**config.mk**
```make
export PLATFORM = sky130hd
export DESIGN_NAME = ps2_key_decoder
export DESIGN_NICKNAME = d
export VERILOG_FILES = /design/src/rtl/ps2_key_decoder.sv
export SDC_FILE = /design/constraint.sdc
export NUM_CORES = 1
export LEC_CHECK = 0
export BUFFER_PORTS_ARGS = -buffer_cell sky130_fd_sc_hd__buf_4
export CAP_MARGIN = 40
export CORE_UTILIZATION = 60
export CTS_CLUSTER_DIAMETER = 80
export DETAILED_ROUTE_END_ITERATION = 8
export PLACE_DENSITY = 0.91
export SYNTH_ARGS = -nofsm -noshare
export SYNTH_HDL_FRONTEND = slang
export SYNTH_SLANG_ARGS = --single-unit
```
**constraint.sdc**
```tcl
create_clock -name clk -period 3 [get_ports clk]
set_clock_uncertainty 0.05 [all_clocks]
set_input_delay 0.15 -clock clk [delete_from_list [all_inputs] [get_ports clk]]
set_output_delay 0.15 -clock clk [all_outputs]
set_load 0.05 [all_outputs]
```
**src/rtl/ps2_key_decoder.sv**
```systemverilog
// PS/2 Set-2 scan-code decoder: strips E0/F0 prefixes, builds key events
// {ext, brk, code}, and queues them in a small first-word-fall-through FIFO.
// A gap watchdog abandons sequences whose bytes arrive too far apart.
module ps2_key_decoder #(
   parameter int FIFO_DEPTH     = 4,
   parameter int TIMEOUT_CYCLES = 100000
) (
   input  logic       clk,
   input  logic       reset1,
   input  logic [7:0] byte_i,
   input  logic       byte_valid_i,
   output logic [7:0] ev_code_o,
   output logic       ev_ext_o,
   output logic       ev_break_o,
   output logic       ev_valid_o,
   input  logic       ev_pop_i,
   output logic       overflow_o
);

   localparam int CW = (TIMEOUT_CYCLES > 1) ? $clog2(TIMEOUT_CYCLES) : 1;
   localparam int AW = $clog2(FIFO_DEPTH);
   localparam logic [CW-1:0] TO_MAX = CW'(TIMEOUT_CYCLES - 1);
   localparam logic [AW:0]   FULL_CNT = (AW+1)'(FIFO_DEPTH);

   localparam logic [1:0] S_IDLE = 2'd0;
   localparam logic [1:0] S_E0   = 2'd1;
   localparam logic [1:0] S_F0   = 2'd2;
   localparam logic [1:0] S_E0F0 = 2'd3;

   logic [1:0]    state_q, state_d;
   logic [CW-1:0] wd_q, wd_d;
   logic          emit;
   logic          ev_ext, ev_brk;
   logic          is_ctrl;

   logic [FIFO_DEPTH-1:0][9:0] mem_q;
   logic [AW-1:0] wptr_q, rptr_q;
   logic [AW:0]   cnt_q;
   logic          ovf_q;
   logic          full, do_pop, do_push;

   // Bytes that never form part of a key sequence (acks, BAT, echo, pause lead-in)
   always_comb begin
      unique case (byte_i)
         8'h00, 8'hFF, 8'hAA, 8'hEE, 8'hFA, 8'hFC, 8'hFE, 8'hE1: is_ctrl = 1'b1;
         default:                                                is_ctrl = 1'b0;
      endcase
   end

   // Prefix FSM and watchdog next state; a byte beats a same-cycle timeout
   always_comb begin
      state_d = state_q;
      emit    = 1'b0;
      ev_ext  = 1'b0;
      ev_brk  = 1'b0;
      if (byte_valid_i) begin
         if (is_ctrl) begin
            state_d = S_IDLE;
         end else begin
            unique case (state_q)
               S_IDLE: begin
                  if (byte_i == 8'hE0)      state_d = S_E0;
                  else if (byte_i == 8'hF0) state_d = S_F0;
                  else                      emit = 1'b1;
               end
               S_E0: begin
                  if (byte_i == 8'hF0)      state_d = S_E0F0;
                  else if (byte_i != 8'hE0) begin
                     emit = 1'b1; ev_ext = 1'b1; state_d = S_IDLE;
                  end
               end
               S_F0: begin
                  if (byte_i == 8'hE0)      state_d = S_E0F0;
                  else if (byte_i != 8'hF0) begin
                     emit = 1'b1; ev_brk = 1'b1; state_d = S_IDLE;
                  end
               end
               default: begin
                  if (byte_i != 8'hE0 && byte_i != 8'hF0) begin
                     emit = 1'b1; ev_ext = 1'b1; ev_brk = 1'b1; state_d = S_IDLE;
                  end
               end
            endcase
         end
      end else if (state_q != S_IDLE && wd_q == TO_MAX) begin
         state_d = S_IDLE;
      end

      if (byte_valid_i || state_q == S_IDLE || wd_q == TO_MAX) wd_d = '0;
      else                                                     wd_d = wd_q + 1'b1;
   end

   // FSM and watchdog registers
   always_ff @(posedge clk or negedge reset1) begin
      if (!reset1) begin
         state_q <= S_IDLE;
         wd_q    <= '0;
      end else begin
         state_q <= state_d;
         wd_q    <= wd_d;
      end
   end

   assign full    = (cnt_q == FULL_CNT);
   assign do_pop  = ev_pop_i && (cnt_q != '0);
   // When full, a push only fits if the head leaves in the same cycle
   assign do_push = emit && (!full || do_pop);

   // Event FIFO storage, pointers, count and sticky overflow flag
   always_ff @(posedge clk or negedge reset1) begin
      if (!reset1) begin
         mem_q  <= '0;
         wptr_q <= '0;
         rptr_q <= '0;
         cnt_q  <= '0;
         ovf_q  <= 1'b0;
      end else begin
         if (do_push) begin
            mem_q[wptr_q] <= {ev_ext, ev_brk, byte_i};
            wptr_q        <= wptr_q + 1'b1;
         end
         if (do_pop) rptr_q <= rptr_q + 1'b1;
         if (do_push && !do_pop)      cnt_q <= cnt_q + 1'b1;
         else if (do_pop && !do_push) cnt_q <= cnt_q - 1'b1;
         if (emit && !do_push) ovf_q <= 1'b1;
      end
   end

   assign ev_valid_o = (cnt_q != '0);
   assign ev_ext_o   = mem_q[rptr_q][9];
   assign ev_break_o = mem_q[rptr_q][8];
   assign ev_code_o  = mem_q[rptr_q][7:0];
   assign overflow_o = ovf_q;

endmodule

```
==> results.json <==
{
  "path_cells": "nor4b_1 > nor2_2 > nand3_1 > inv_1 > ha_1 > inv_1 > fa_1 > mux2_2",
  "dp_slack_ns": 0.257,
  "n_antenna_cell": 0,
  "syn_avg_cell_area_um2": 13.1,
  "core_um2": 5540,
  "final_cell_area_um2": 3930,
  "slowest_stage": "nor4b_1",
  "ys.flop_type": "dfrtp_1",
  "rr_endpoint": "cnt_q[1]",
  "crit_path_max_fanout": 5,
  "area_growth_pct": 12.9,
  "reg2reg_depth": 8,
  "die_w_um": 78.1,
  "rsz0062_at_grt": "no",
  "grt_pass1_wl_um": 10900,
  "synth_edf_count": 0,
  "rows": 27,
  "drtPass1Iterations": 4,
  "clock-root-buffer": "clkbuf_8",
  "setup_slack_ns": 0.398,
  "start_kind": "register",
  "status": "completed",
  "hold_path.class": "primary input to register",
  "routed.top_layer": "met4",
  "grt_pass1_vias": 2325,
  "synth_area_um2": 3480,
  "ios": 24,
  "required_ns": 3.17,
  "clock.fmax_mhz": 384,
  "fillerInstances": 390,
  "wl_met2_um": 3380,
  "cts.clk_slew.worst_paths_ns": 0.07,
  "die_h_um": 78.1,
  "synth_cell_type_count": 50,
  "drive_gt1_share_pct": 35.1,
  "gp_congestion": 0.817,
  "synthCells": 265,
  "crit_start": "cnt_q[0]",
  "worst_slew_pin_slew_ns": 0.838,
  "synth-seq-cells": 67,
  "finalNetCount": 317,
  "dieArea_um2": 6100,
  "cts_tree": "yes",
  "layout.cells.non_filler": 371,
  "finalSetupViolations": 0,
  "cap_violations": 0,
  "slew_headroom_pct": 44.1,
  "grt_antenna_before_repair": 0,
  "slew_viol_final": 0,
  "multi_input_area_um2": 1700,
  "final_antenna_net_count": 0,
  "grt_usage_pct": 24.0,
  "wl_met1_um": 2750,
  "h-tree-depth": 3,
  "initial_utilization_pct": 62.8,
  "cp.arrival_ns": 2.77,
  "period_minus_slack_ns": 2.60,
  "post_cts_resize_count": 0,
  "yosysSeqAreaShare_pct": 48.2,
  "end_kind": "register",
  "tns_ns": 0,
  "placed_area_um2": 3690,
  "dpl.hpwl_um": 4340,
  "port_buffers": 23,
  "path_common_cell": "inv_1",
  "clk_path_buf_depth": 2,
  "clkSinkCount": 67,
  "cts_buffers": 9,
  "async_flop_share_pct": 100,
  "whs_path_depth": 3,
  "powerDensity_nw_per_um2": 1050,
  "rrSetupSlack_ns": 0.40,
  "drc": 0,
  "grt-ovfl-total": 0,
  "rr_startpoint": "cnt_q[0]",
  "fin_crit_sh_pct": 86.7,
  "fin_hold_ws_ns": 0.0552,
  "hold_violations": 0,
  "drt-vias-per-instance": 5.74,
  "drt-initial-drc-count": 94,
  "cp-endpoint": "cnt_q[1]",
  "synth_fp_nets": 288,
  "vdd_drop_max_mv": 0.902,
  "synth-warning-count": 0,
  "routed_wl_um": 6440,
  "cpPeakStageDelay_ns": 0.54,
  "grt_max_degree": 68,
  "clkLatencyLatePin_ns": 0.34,
  "register_area_um2": 1680,
  "post-place-cells": 353,
  "p_leak_nw": 1.68,
  "wl_per_cell_um": 17.4,
  "worst-setup-path-type": "register to register",
  "vias": 2129,
  "route.met3.wl_um": 169
}
## per-stage QoR
stage	utilization (%)	power, mW
floorplan	-	2.85
global placement	66.6	3.22
detailed placement	66.6	3.31
CTS	70.8	4.15
global route	70.8	4.32
finish	70.8	4.11
## layer usage
metal	global-route usage, %	vias to the layer above
met5	0	-
met2	43.5	36
li1	-	1013
met3	3.84	12
met4	11.7	0
met1	27.5	1068
## layout by cell type (no fill, tap or decap), types with 9 or more instances in the layout
cell and instances:
dfrtp_1 67, mux2_2 31, buf_4 24, nor2_1 22, inv_1 11, xnor2_1 11
xor2_1 11, mux4_2 10, ha_1 10, nand2_1 9, nand3_1 9, clkbuf_8 9
## where the power goes
part | leakage, nW | switching, mW | internal, mW
combinational | 0.742 | 0.963 | 0.842
clock | 0.101 | 0.343 | 0.464
sequential | 0.840 | 0.278 | 1.22
total | 1.68 | 1.58 | 2.53
## cell families after synthesis
family / count (synthesis) / synth area share (%)
flip-flops: 67 / 48.2
AO/OA/AOI/OAI: 14 / 3.96
XOR/XNOR: 22 / 5.54
buffers and inverters: 19 / 2.88
AND/OR/NAND/NOR: 78 / 14.0
multiplexers: 54 / 21.2
adder cells (fa/ha/maj): 11 / 4.17
## how the worst min path moves through the flow
stage                endpoint     start  slack (ns)
detailed placement  mem_q[15]    reset1        0.26
finish              rptr_q[1]  ev_pop_i        0.06
CTS                 rptr_q[1]  ev_pop_i        0.03
global route        rptr_q[1]  ev_pop_i        0.05
global placement    mem_q[15]    reset1        0.24
floorplan            cnt_q[0]    reset1       -0.20
## critical path: cells and delay by family (launching register included)
family,cells,cell delay (ns)
flip-flops,1,0.44
AND/OR/NAND/NOR,3,0.97
adder cells (fa/ha/maj),2,0.60
multiplexers,1,0.27
buffers and inverters,2,0.14
## state kept, by name, summed over array words and instances (netlist names)
signal,count
rptr_q,2
wptr_q,2
mem_q,40
wd_q,17
overflow_o,1
state_q,2
cnt_q,3
## synthesized netlist by cell type (2+ instances only)
library cell  instances  share of area [%]
mux2_4                6                2.6
o21ai_0               2               0.29
ha_1                 10                3.6
xor2_1               11                2.8
nand3_1               9                1.3
nor3_1                3               0.43
nand2_1               9               0.97
a21oi_1               2               0.29
mux2_1                2               0.65
nand4_1               4               0.72
and4_1                2               0.50
mux4_2               10                6.5
buf_2                 2               0.29
nor2b_1               2               0.36
dfrtp_1              67                 48
xnor2_1              11                2.8
buf_6                 3               0.97
inv_1                11                1.2
or4_1                 2               0.43
or3_1                 4               0.72
nor2_1               22                2.4
nor4b_1               2               0.50
a22o_1                2               0.50
nand4_4               4                2.4
mux2_2               31                 10
mux2i_1               5                1.4
or2_2                 4               0.72
## cell type report
| type | instances | area share (%) |
|---|---|---|
| multi-input cells | 179 | 43.3 |
| flip-flops and latches | 67 | 42.7 |
| repair buffers | 26 | 5.10 |
| clock buffers | 9 | 3.16 |
| clock inverters | 7 | 2.36 |
| well taps | 72 | 2.30 |
| inverters | 11 | 1.05 |
## repair_timing
| action | in CTS | in global routing |
|---|---|---|
| buffers inserted | 0 | 0 |
| endpoints found under the hold margin | 68 | 0 |
| hold buffers | 2 | 0 |
Power figures use the tool's default switching activity.
